## config.mk

```make
export PLATFORM = sky130hd
export DESIGN_NAME = wb_soc_reg_slave
export DESIGN_NICKNAME = d
export VERILOG_FILES = /design/src/rtl/wb_soc_reg_slave.sv
export SDC_FILE = /design/constraint.sdc
export NUM_CORES = 1
export LEC_CHECK = 0
export ABC_AREA = 1
export BUFFER_PORTS_ARGS = -buffer_cell sky130_fd_sc_hd__buf_2
export CORE_MARGIN = 4
export CORE_UTILIZATION = 47
export CTS_BUF_LIST = sky130_fd_sc_hd__clkbuf_2 sky130_fd_sc_hd__clkbuf_4 sky130_fd_sc_hd__clkbuf_8
export DETAILED_ROUTE_END_ITERATION = 7
export PLACE_DENSITY = 0.85
export SLEW_MARGIN = 20
export SYNTH_ARGS = -nofsm -noshare
export SYNTH_HDL_FRONTEND = slang
export SYNTH_SLANG_ARGS = --single-unit
```

## constraint.sdc

```tcl
create_clock -name p_clk_100mhz -period 1.31 [get_ports p_clk_100mhz]
set_input_delay 0.131 -clock p_clk_100mhz [delete_from_list [all_inputs] [get_ports p_clk_100mhz]]
set_output_delay 0.131 -clock p_clk_100mhz [all_outputs]
set_load 0.02 [all_outputs]
```

## src/rtl/wb_soc_reg_slave.sv

```systemverilog
// Wishbone register bank for a video engine: frame-buffer ADDR, irq CTRL/STATUS, and a constant ID.
// Define WB_SOC_REG_ERR_EN to terminate unmapped accesses and ID writes with ERR instead of ACK.
module wb_soc_reg_slave #(
    parameter int unsigned ADDR_W     = 8,
    parameter logic [31:0] RESET_ADDR = 32'h41000000,
    parameter logic [31:0] ID_VALUE   = 32'h56494430
) (
    input  logic        p_clk_100mhz,
    input  logic        p_reset,
    input  logic        raise_irq,
    output logic        irq,
    output logic [31:0] module_register,
    output logic        initialized,
    input  logic [31:0] p_wb_reg_DAT_I,
    output logic [31:0] p_wb_reg_DAT_O,
    input  logic [31:0] p_wb_reg_ADR_I,
    output logic        p_wb_reg_ACK_O,
    input  logic        p_wb_reg_CYC_I,
    output logic        p_wb_reg_ERR_O,
    input  logic        p_wb_reg_LOCK_I,
    output logic        p_wb_reg_RTY_O,
    input  logic [3:0]  p_wb_reg_SEL_I,
    input  logic        p_wb_reg_STB_I,
    input  logic        p_wb_reg_WE_I
);
    localparam logic [1:0] REG_ADDR   = 2'd0;
    localparam logic [1:0] REG_CTRL   = 2'd1;
    localparam logic [1:0] REG_STATUS = 2'd2;
    localparam logic [1:0] REG_ID     = 2'd3;

    logic        ack_q, ack_d;
    logic        err_q, err_d;
    logic [31:0] dat_q, dat_d;
    logic [31:0] addr_q, addr_d;
    logic        init_q, init_d;
    logic        enable_q, enable_d;
    logic        pending_q, pending_d;
    logic        irq_q, irq_d;
    logic        raise_prev_q;

    logic        access;
    logic        mapped;
    logic        is_err;
    logic        status_clr;
    logic        raise_rise;
    logic [1:0]  word;
    logic [31:0] rd_word;
    logic [31:0] addr_merged;

    assign access = p_wb_reg_CYC_I & p_wb_reg_STB_I & ~ack_q & ~err_q;
    assign word   = p_wb_reg_ADR_I[3:2];

    // Only the first four words of the decoded window are backed by registers.
    generate
        if (ADDR_W > 4) begin : g_decode
            assign mapped = (p_wb_reg_ADR_I[ADDR_W-1:4] == '0);
        end else begin : g_decode_all
            assign mapped = 1'b1;
        end
    endgenerate

    logic unused_ok;
    assign unused_ok = &{1'b0, p_wb_reg_LOCK_I, p_wb_reg_ADR_I[31:ADDR_W], p_wb_reg_ADR_I[1:0]};

`ifdef WB_SOC_REG_ERR_EN
    assign is_err = ~mapped | (p_wb_reg_WE_I & (word == REG_ID));
`else
    assign is_err = 1'b0;
`endif

    genvar gi;
    generate
        for (gi = 0; gi < 4; gi++) begin : g_lane
            assign addr_merged[8*gi +: 8] = p_wb_reg_SEL_I[gi] ? p_wb_reg_DAT_I[8*gi +: 8]
                                                               : addr_q[8*gi +: 8];
        end
    endgenerate

    assign raise_rise = raise_irq & ~raise_prev_q;

    always_comb begin
        rd_word = '0;
        if (mapped) begin
            case (word)
                REG_ADDR:   rd_word = addr_q;
                REG_CTRL:   rd_word = {31'd0, enable_q};
                REG_STATUS: rd_word = {31'd0, pending_q};
                default:    rd_word = ID_VALUE;
            endcase
        end
    end

    always_comb begin
        ack_d      = 1'b0;
        err_d      = 1'b0;
        dat_d      = dat_q;
        addr_d     = addr_q;
        init_d     = init_q;
        enable_d   = enable_q;
        status_clr = 1'b0;
        if (access) begin
            if (is_err) begin
                err_d = 1'b1;
            end else begin
                ack_d = 1'b1;
                if (!p_wb_reg_WE_I) begin
                    dat_d = rd_word;
                end else if (mapped) begin
                    case (word)
                        REG_ADDR: begin
                            addr_d = addr_merged;
                            init_d = init_q | (|p_wb_reg_SEL_I);
                        end
                        REG_CTRL: begin
                            if (p_wb_reg_SEL_I[0]) enable_d = p_wb_reg_DAT_I[0];
                        end
                        REG_STATUS: status_clr = p_wb_reg_SEL_I[0] & p_wb_reg_DAT_I[0];
                        default: ;
                    endcase
                end
            end
        end
        // A new edge from the engine outranks a simultaneous software clear.
        pending_d = raise_rise | (pending_q & ~status_clr);
        irq_d     = pending_q & enable_q;
    end

    always_ff @(posedge p_clk_100mhz) begin
        if (p_reset) begin
            ack_q        <= 1'b0;
            err_q        <= 1'b0;
            dat_q        <= '0;
            addr_q       <= RESET_ADDR;
            init_q       <= 1'b0;
            enable_q     <= 1'b0;
            pending_q    <= 1'b0;
            irq_q        <= 1'b0;
            raise_prev_q <= 1'b0;
        end else begin
            ack_q        <= ack_d;
            err_q        <= err_d;
            dat_q        <= dat_d;
            addr_q       <= addr_d;
            init_q       <= init_d;
            enable_q     <= enable_d;
            pending_q    <= pending_d;
            irq_q        <= irq_d;
            raise_prev_q <= raise_irq;
        end
    end

    assign p_wb_reg_ACK_O  = ack_q;
    assign p_wb_reg_ERR_O  = err_q;
    assign p_wb_reg_RTY_O  = 1'b0;
    assign p_wb_reg_DAT_O  = dat_q;
    assign module_register = addr_q;
    assign initialized     = init_q;
    assign irq             = irq_q;
endmodule

```

== After elaboration in Yosys (flattened, before gate mapping) ==
Index checks and enable logic that the tools add are counted.
Operators by class
  add/sub/neg operators: 0
  $mul: 0
  divide/modulo/power cells: 0
  magnitude comparators: 0
  equality and inequality tests: 2
  shifts and indexed selects: 0
  muxes and demuxes: 7
  bitwise gates (word level): 12
  reductions and logical operators: 10
Operators with widths (count)
  32-bit one-hot mux with 3 select lines: 1
  32-bit two-way mux: 1
  5-bit AND reduction: 5
  1-bit AND: 6
  1-bit two-way mux: 5
  4-bit zero test: 1
  1-bit inverter: 4
  4-bit AND reduction: 1
  4-bit OR reduction: 1
  2-bit by 1-bit == test with 1-bit output, second input constant: 1
  2-bit == test, second input constant: 1
  2-bit zero test: 1
  1-bit OR: 2
  2-bit AND reduction: 1
Storage, ports and cells
  flip-flop bits (word level): 70
  latch bits: 0
  RAM bits: 0
  bits in read-only memories: 0
  input port bits: 75
  output and inout port bits: 69
  logic and storage cells: 42
  memories kept: 0

== Depth between registers and ports, before layout ==
Gate-level depths: netlist of the first run.
  depth in word-level cells: 8
  depth in mapped cells: 9
  depth with buffers taken out: 8

== Worst setup path before layout of the first run ==
No wires, ideal clock.
  path kind: register to register
  start: register ack_q (netlist: p_wb_reg_ACK_O)
  end: register dat_q[29] (netlist: p_wb_reg_DAT_O[29])
  setup time: 117 ps
  arrival: 1085 ps
  required time: 1193 ps
  setup slack: 107 ps
  cell stages (with the launch flop): 8
  path buffers: 1
  cell sequence: dfxtp_1 > inv_1 > nand3_2 > nor2_4 > inv_2 > buf_2 > a21oi_1 > nor2_1
On the way
  word-level cells in the longest chain between the ends: 3
Ends and longest elaborated chain
  start, declared: RTL line 31  | logic ack_q, ack_d;
  start signal, assigned: RTL line 140  | ack_q <= ack_d;
  1-bit inverter: RTL line 50  | assign access = p_wb_reg_CYC_I & p_wb_reg_STB_I & ~ack_q & ~err_q;
  1-bit AND: RTL line 50
  2-bit AND reduction (no line)
  end signal, assigned: RTL line 142  | dat_q <= dat_d;
  end, declared: RTL line 33  | logic [31:0] dat_q, dat_d;
Every way passes these cells.
A chain may end at the register's enable or synchronous reset.

== Worst setup path in the final report of the first run ==
  start: register ack_q (netlist: p_wb_reg_ACK_O)
  end: register dat_q[15] (netlist: p_wb_reg_DAT_O[15])
Same word-level chain as after synthesis.

==> results.cfg, run 1 <==
[status]
outcome = completed

[pwr]
power.switching_mw = 1.08
p_seq_frac = 0.468
switching_share = 0.231
leakage_nw = 1.95
ir_worst_vdd_mv = 0.740
p_int_mw = 3.59
p_clk_frac = 0.438
p_per_area_nw_per_um2 = 1190
comb_power_share = 0.094

[global_route]
grt_pass1_vias = 2933
antenna_found_initial = 0
overflow = 0
grt_pass1_wl_mm = 13.3
grt_max_degree = 39
grt.total_usage = 0.222

[logic_synthesis]
netlist_top_cells_area = dfxtp_1 48%, nor2_1 14%, o21ai_0 8.9%
synth_top_cell_area_share = 0.479
synth_area_per_cell_um2 = 7.24
synthFlopType = dfxtp_1
ys_seq_area_frac = 0.479
syn-cell-area_um2 = 2930
synth_warnings = 0
synth-edff-count = 0
async_flop_share = 0
synthCells = 404
synth.most_common_cell = nor2_1
synth_cell_types = 25
yosys.area.top_type = dfxtp_1
netlist_top_cells_count = 108 x nor2_1, 70 x dfxtp_1, 52 x o21ai_0, 45 x nand2_1, 33 x inv_1
ys_ff_latch = 70

[placement]
portBuffers = 114
dpl.hpwl_mm = 5.72
post-place-ws_ps = -82.0
placed_area_um2 = 3590
routabilityCongestion = 0.888

[drt]
top_layer_used = met4
avgRoutedWirePerCell_um = 13.8
drc = 0
drtAntennaViolNets = 0
wirelength_mm = 8.30
wl_met1_mm = 3.50
drtPass1Iterations = 5
wl_met2_mm = 3.99
via_per_inst = 4.98
wl_met3_um = 677
drtIter0Drc = 125
vias = 3000

[timing]
final.setup.worst_slack_ps = 49.7
finalHoldViolCount = 0
fin_crit_sh = 0.962
slew_violations = 0
skew_ps = 8.17
period_needed_ps = 1260
fin_hold_ws_ps = 23.8
clock.fmax_mhz = 793
setup_viol = 0
fin_tns_setup_ps = 0

[setup_path]
ff2ff_path_depth = 7
crit_fanout = 13
cp_slowest_cell = dfxtp_1
path_delay_family = buffers and inverters
timing.critical_path.buf_inv = 3
critPathRequiredTime_ps = 1580
critPathKind = flip-flop to flip-flop
max_stage_delay_ps = 330
worstPathArrival_ps = 1530
crit_chain = inv_1 -> nand3_2 -> nor2_4 -> buf_12 -> clkbuf_16 -> nand3_1 -> a21oi_1
cp-end-kind = flip-flop
crit_cells = 7
cp-start-kind = flip-flop

[clock_tree]
cts.sinks = 70
clockRootBuffer = clkbuf_8
cts_buffer_depth = 2
clk_latency_ps = 340
h-tree-depth = 3
cts_inserted_buffers = 9
cts.clk_slew.worst_paths_ps = 70
cts_tree = built

[die]
start_util = 0.488
fp.dieArea_um2 = 7550
core_um2 = 5990
ios = 144
num_rows = 28
die_w_um = 86.9
die_y_um = 86.9

[hold_path]
whs_path_depth = 3
hold_class = primary input to flip-flop

[cells_and_area]
area_growth_pct = 34.2
register_area_um2 = 1400
fin_area_um2 = 3930
num-fill-cells = 539
final_core_util = 0.655
drive_above_1_share = 0.303
n_antenna_cell = 0
multiInputGateArea_um2 = 1250
num-nets-final = 603

[flow_run]
max-cap-violations = 0
timing repair:
| action | 4_1_cts | 5_1_grt |
|---|---|---|
| setup buffers | 0 | 1 |
| setup endpoints to repair | 24 | 20 |
| hold buffers | 1 | 0 |
| hold endpoints to repair | 1 | 0 |
| cloned | 0 | 2 |
| pin swaps | 0 | 1 |
| gates resized for setup | 2 | 6 |
per-layer routing:
metal,GRT usage,up-vias
li1,-,1523
met1,0.269,1341
met2,0.384,123
met3,0.0378,13
met4,0.0963,0
met5,0,-
layout make-up:
type / count / area share
multi-input cells: 272 / 0.318
clock buffers: 9 / 0.0315
inverters: 40 / 0.0414
well taps: 75 / 0.0239
repair buffers: 131 / 0.200
flip-flops and latches: 70 / 0.357
clock inverters: 6 / 0.0284
worst reg2reg max path: stages (launching register included):
cell	delay, ps
dfxtp_1	330
inv_1	80
nand3_2	140
nor2_4	140
buf_12	140
clkbuf_16	160
nand3_1	80
a21oi_1	110
power groups by stage:
stage | clock network, mW | logic [mW] | registers, mW
2_1_floorplan | 0 | 0.204 | 2.28
3_3_place_gp | 0 | 0.397 | 2.23
3_5_place_dp | 0 | 0.406 | 2.23
4_1_cts | 2.08 | 0.412 | 2.19
5_1_grt | 2.18 | 0.487 | 2.19
6_report | 2.05 | 0.439 | 2.19
sequential cells by signal (all words and copies together), names as in the netlist:
name / count
p_wb_reg_DAT_O: 32
raise_prev_q: 1
pending_q: 1
p_wb_reg_ACK_O: 1
irq: 1
initialized: 1
module_register: 32
enable_q: 1
cells in the final DEF (no fill, tap or decap), drive strengths merged:
| cell type | n |
|---|---|
| a21oi | 24 |
| clkbuf | 11 |
| dlygate4sd3 | 1 |
| o21ai | 55 |
| clkinvlp | 1 |
| clkinv | 5 |
| nand4 | 11 |
| buf | 128 |
| nand3 | 15 |
| ha | 4 |
| dfxtp | 70 |
| conb | 2 |
| nor3 | 1 |
| inv | 37 |
| nor2 | 111 |
| nand2 | 49 |
| bufinv | 3 |
metrics by stage:
stage               instances  total power [mW]
CTS                       600              4.68
detailed placement        584              2.64
global placement          584              2.63
global route              603              4.86
floorplan                 405              2.48
finish                    603              4.67
cell families (layout without fill, tap and decap cells):
kind of cell	count (synthesis)	count (layout)	synth area share
simple gates	187	187	0.272
buf+inv	63	186	0.0958
flops	70	70	0.479
other cells	1	2	0.00128
fa+ha+maj	4	4	0.0171
compound gates	79	79	0.135
worst paths after layout:
path,startpoint,to,slack (ps)
setup / recovery,p_wb_reg_ACK_O,p_wb_reg_DAT_O[15],50
hold / removal,raise_irq,raise_prev_q,20
setup reg to reg,p_wb_reg_ACK_O,p_wb_reg_DAT_O[15],50
hold reg to reg,p_wb_reg_DAT_O[1],p_wb_reg_DAT_O[1],470
Power figures use the tool's default switching activity.
==> inputs of run 2 (changes only) <==
==> constraint.sdc (replaced) <==
create_clock -name p_clk_100mhz -period 1.31 [get_ports p_clk_100mhz]
set_input_delay 0.1965 -clock p_clk_100mhz [delete_from_list [all_inputs] [get_ports p_clk_100mhz]]
set_output_delay 0.1965 -clock p_clk_100mhz [all_outputs]
set_load 0.02 [all_outputs]
==> run 2 against run 1 <==
Global-route usage fell by 0.62 points; largest power group unchanged; setup slack worse by 5.8 ps; critical path type unchanged; via count grew 3.1%.
==> results.cfg, run 2 (synthesis results as in run 1) <==
[global_route]
grt_pass1_vias = 2797
overflow = 0
grt_pass1_wl_mm = 12.8
grt.total_usage = 0.215
antenna_found_initial = 0
grt_max_degree = 39

[setup_path]
cp_slowest_cell = dfxtp_1
ff2ff_path_depth = 7
timing.rr.end = p_wb_reg_DAT_O[24]
critPathCapture = p_wb_reg_DAT_O[24]
critPathRequiredTime_ps = 1580
crit_fanout = 13
r2r-start = p_wb_reg_ACK_O
critPathKind = flip-flop to flip-flop
crit_chain = inv_2 -> nand3_4 -> nor2_4 -> buf_6 -> buf_12 -> nand3_1 -> a21oi_1
cp-start-kind = flip-flop
crit_start = p_wb_reg_ACK_O
cp-end-kind = flip-flop
reg2reg_slack_ps = 40
max_stage_delay_ps = 330
worstPathArrival_ps = 1530

[timing]
fin_crit_sh = 0.967
setup_viol = 0
fin_hold_ws_ps = 61.6
finalHoldViolCount = 0
clock.fmax_mhz = 790
skew_ps = 8.81
period_needed_ps = 1270
fin_tns_setup_ps = 0
final.setup.worst_slack_ps = 43.8
slew_violations = 0

[clock_tree]
cts.sinks = 70
clk_latency_ps = 340
cts_tree = built
cts_buffer_depth = 2
cts.clk_slew.worst_paths_ps = 70
cts_inserted_buffers = 9
h-tree-depth = 3
clockRootBuffer = clkbuf_8
ctsHoldBuffers = 0

[cells_and_area]
num-nets-final = 609
n_antenna_cell = 0
drive_above_1_share = 0.318
fin_area_um2 = 3950
final_core_util = 0.660
mostFrequentLayoutCell = buf_2
stdcell_count = 610
layout_common_cells = 114 x buf_2, 108 x nor2_1, 70 x dfxtp_1
area_growth_pct = 35.2

[die]
die_y_um = 86.9
num_rows = 28
fp.dieArea_um2 = 7550
die_w_um = 86.9
core_um2 = 5990
start_util = 0.488
ios = 144

[placement]
routabilityCongestion = 0.884
dpl.hpwl_mm = 5.83
placedCellCount = 589
placed_area_um2 = 3640
portBuffers = 114
post-place-ws_ps = -127

[drt]
wirelength_mm = 8.28
drtIter0Drc = 145
vias = 3093
drc = 0
drtAntennaViolNets = 0
drtPass1Iterations = 7
via_per_inst = 5.07
avgRoutedWirePerCell_um = 13.6

[pwr]
p_per_area_nw_per_um2 = 1150
power.switching_mw = 1.11
p_int_mw = 3.44
leakage_nw = 1.97
switching_share = 0.243
p_seq_frac = 0.481
ir_worst_vdd_mv = 0.582
p_clk_frac = 0.419
comb_power_share = 0.101
p_total_mw = 4.55

[status]
outcome = completed

[flow_run]
max-cap-violations = 0

[hold_path]
hold_class = primary input to flip-flop
-- run 2: changes by cell type in the layout (fill, tap and decap cells not counted), sizes merged --
cell         previous run  this run
buf                   128       136
bufinv                  3         2
clkinv                  5         7
dlygate4sd3             1         0
inv                    37        36
-- run 2: area by class of cell --
| class | instances | area, µm² |
|---|---|---|
| clock buffer | 10 | 131 |
| clock inverter | 6 | 86.3 |
| fill | 549 | 2040 |
| inverter | 40 | 168 |
| multi-input combinational | 272 | 1260 |
| sequential | 70 | 1400 |
| tap | 75 | 93.8 |
| timing repair buffer | 137 | 815 |
-- run 2: critical path, delay by kind of cell, from the launching register on --
kind / cells / cell delay [ps]
simple gates: 3 / 370
buf+inv: 3 / 350
flops: 1 / 330
compound gates: 1 / 150
-- run 2: worst min-delay path by stage --
| stage | from | endpoint | cells past startpoint | slack, ps |
|---|---|---|---|---|
| CTS | p_wb_reg_DAT_I[30] | module_register[30] | 3 | 50 |
| floorplan | p_wb_reg_DAT_I[24] | module_register[24] | 2 | 310 |
| detailed placement | p_wb_reg_DAT_I[30] | module_register[30] | 3 | 410 |
| finish | p_wb_reg_DAT_I[30] | module_register[30] | 3 | 60 |
| global route | p_wb_reg_DAT_I[30] | module_register[30] | 3 | 70 |
| global placement | p_wb_reg_DAT_I[30] | module_register[30] | 3 | 390 |
-- run 2: what timing repair did --
action,CTS,global route
buffers inserted,0,4
gates resized for setup,2,11
setup endpoints to repair,13,11
cloned,0,1
pin swaps,0,3
endpoints found under the hold margin,0,0
-- run 2: metal layers --
layer | routed length (µm) | track usage | vias up
li1 | - | - | 1540
met2 | 4090 | 0.354 | 128
met4 | 193 | 0.112 | 0
met5 | 0 | 0 | -
met1 | 3360 | 0.267 | 1407
met3 | 641 | 0.0407 | 18
-- run 2: power by group through the flow --
stage          clock network [mW]  logic, mW  registers [mW]
6_report                     1.90      0.458            2.19
5_1_grt                      2.03      0.506            2.19
4_1_cts                      1.92      0.431            2.19
3_5_place_dp                    0      0.425            2.23
3_3_place_gp                    0      0.413            2.23
2_1_floorplan                   0      0.204            2.28
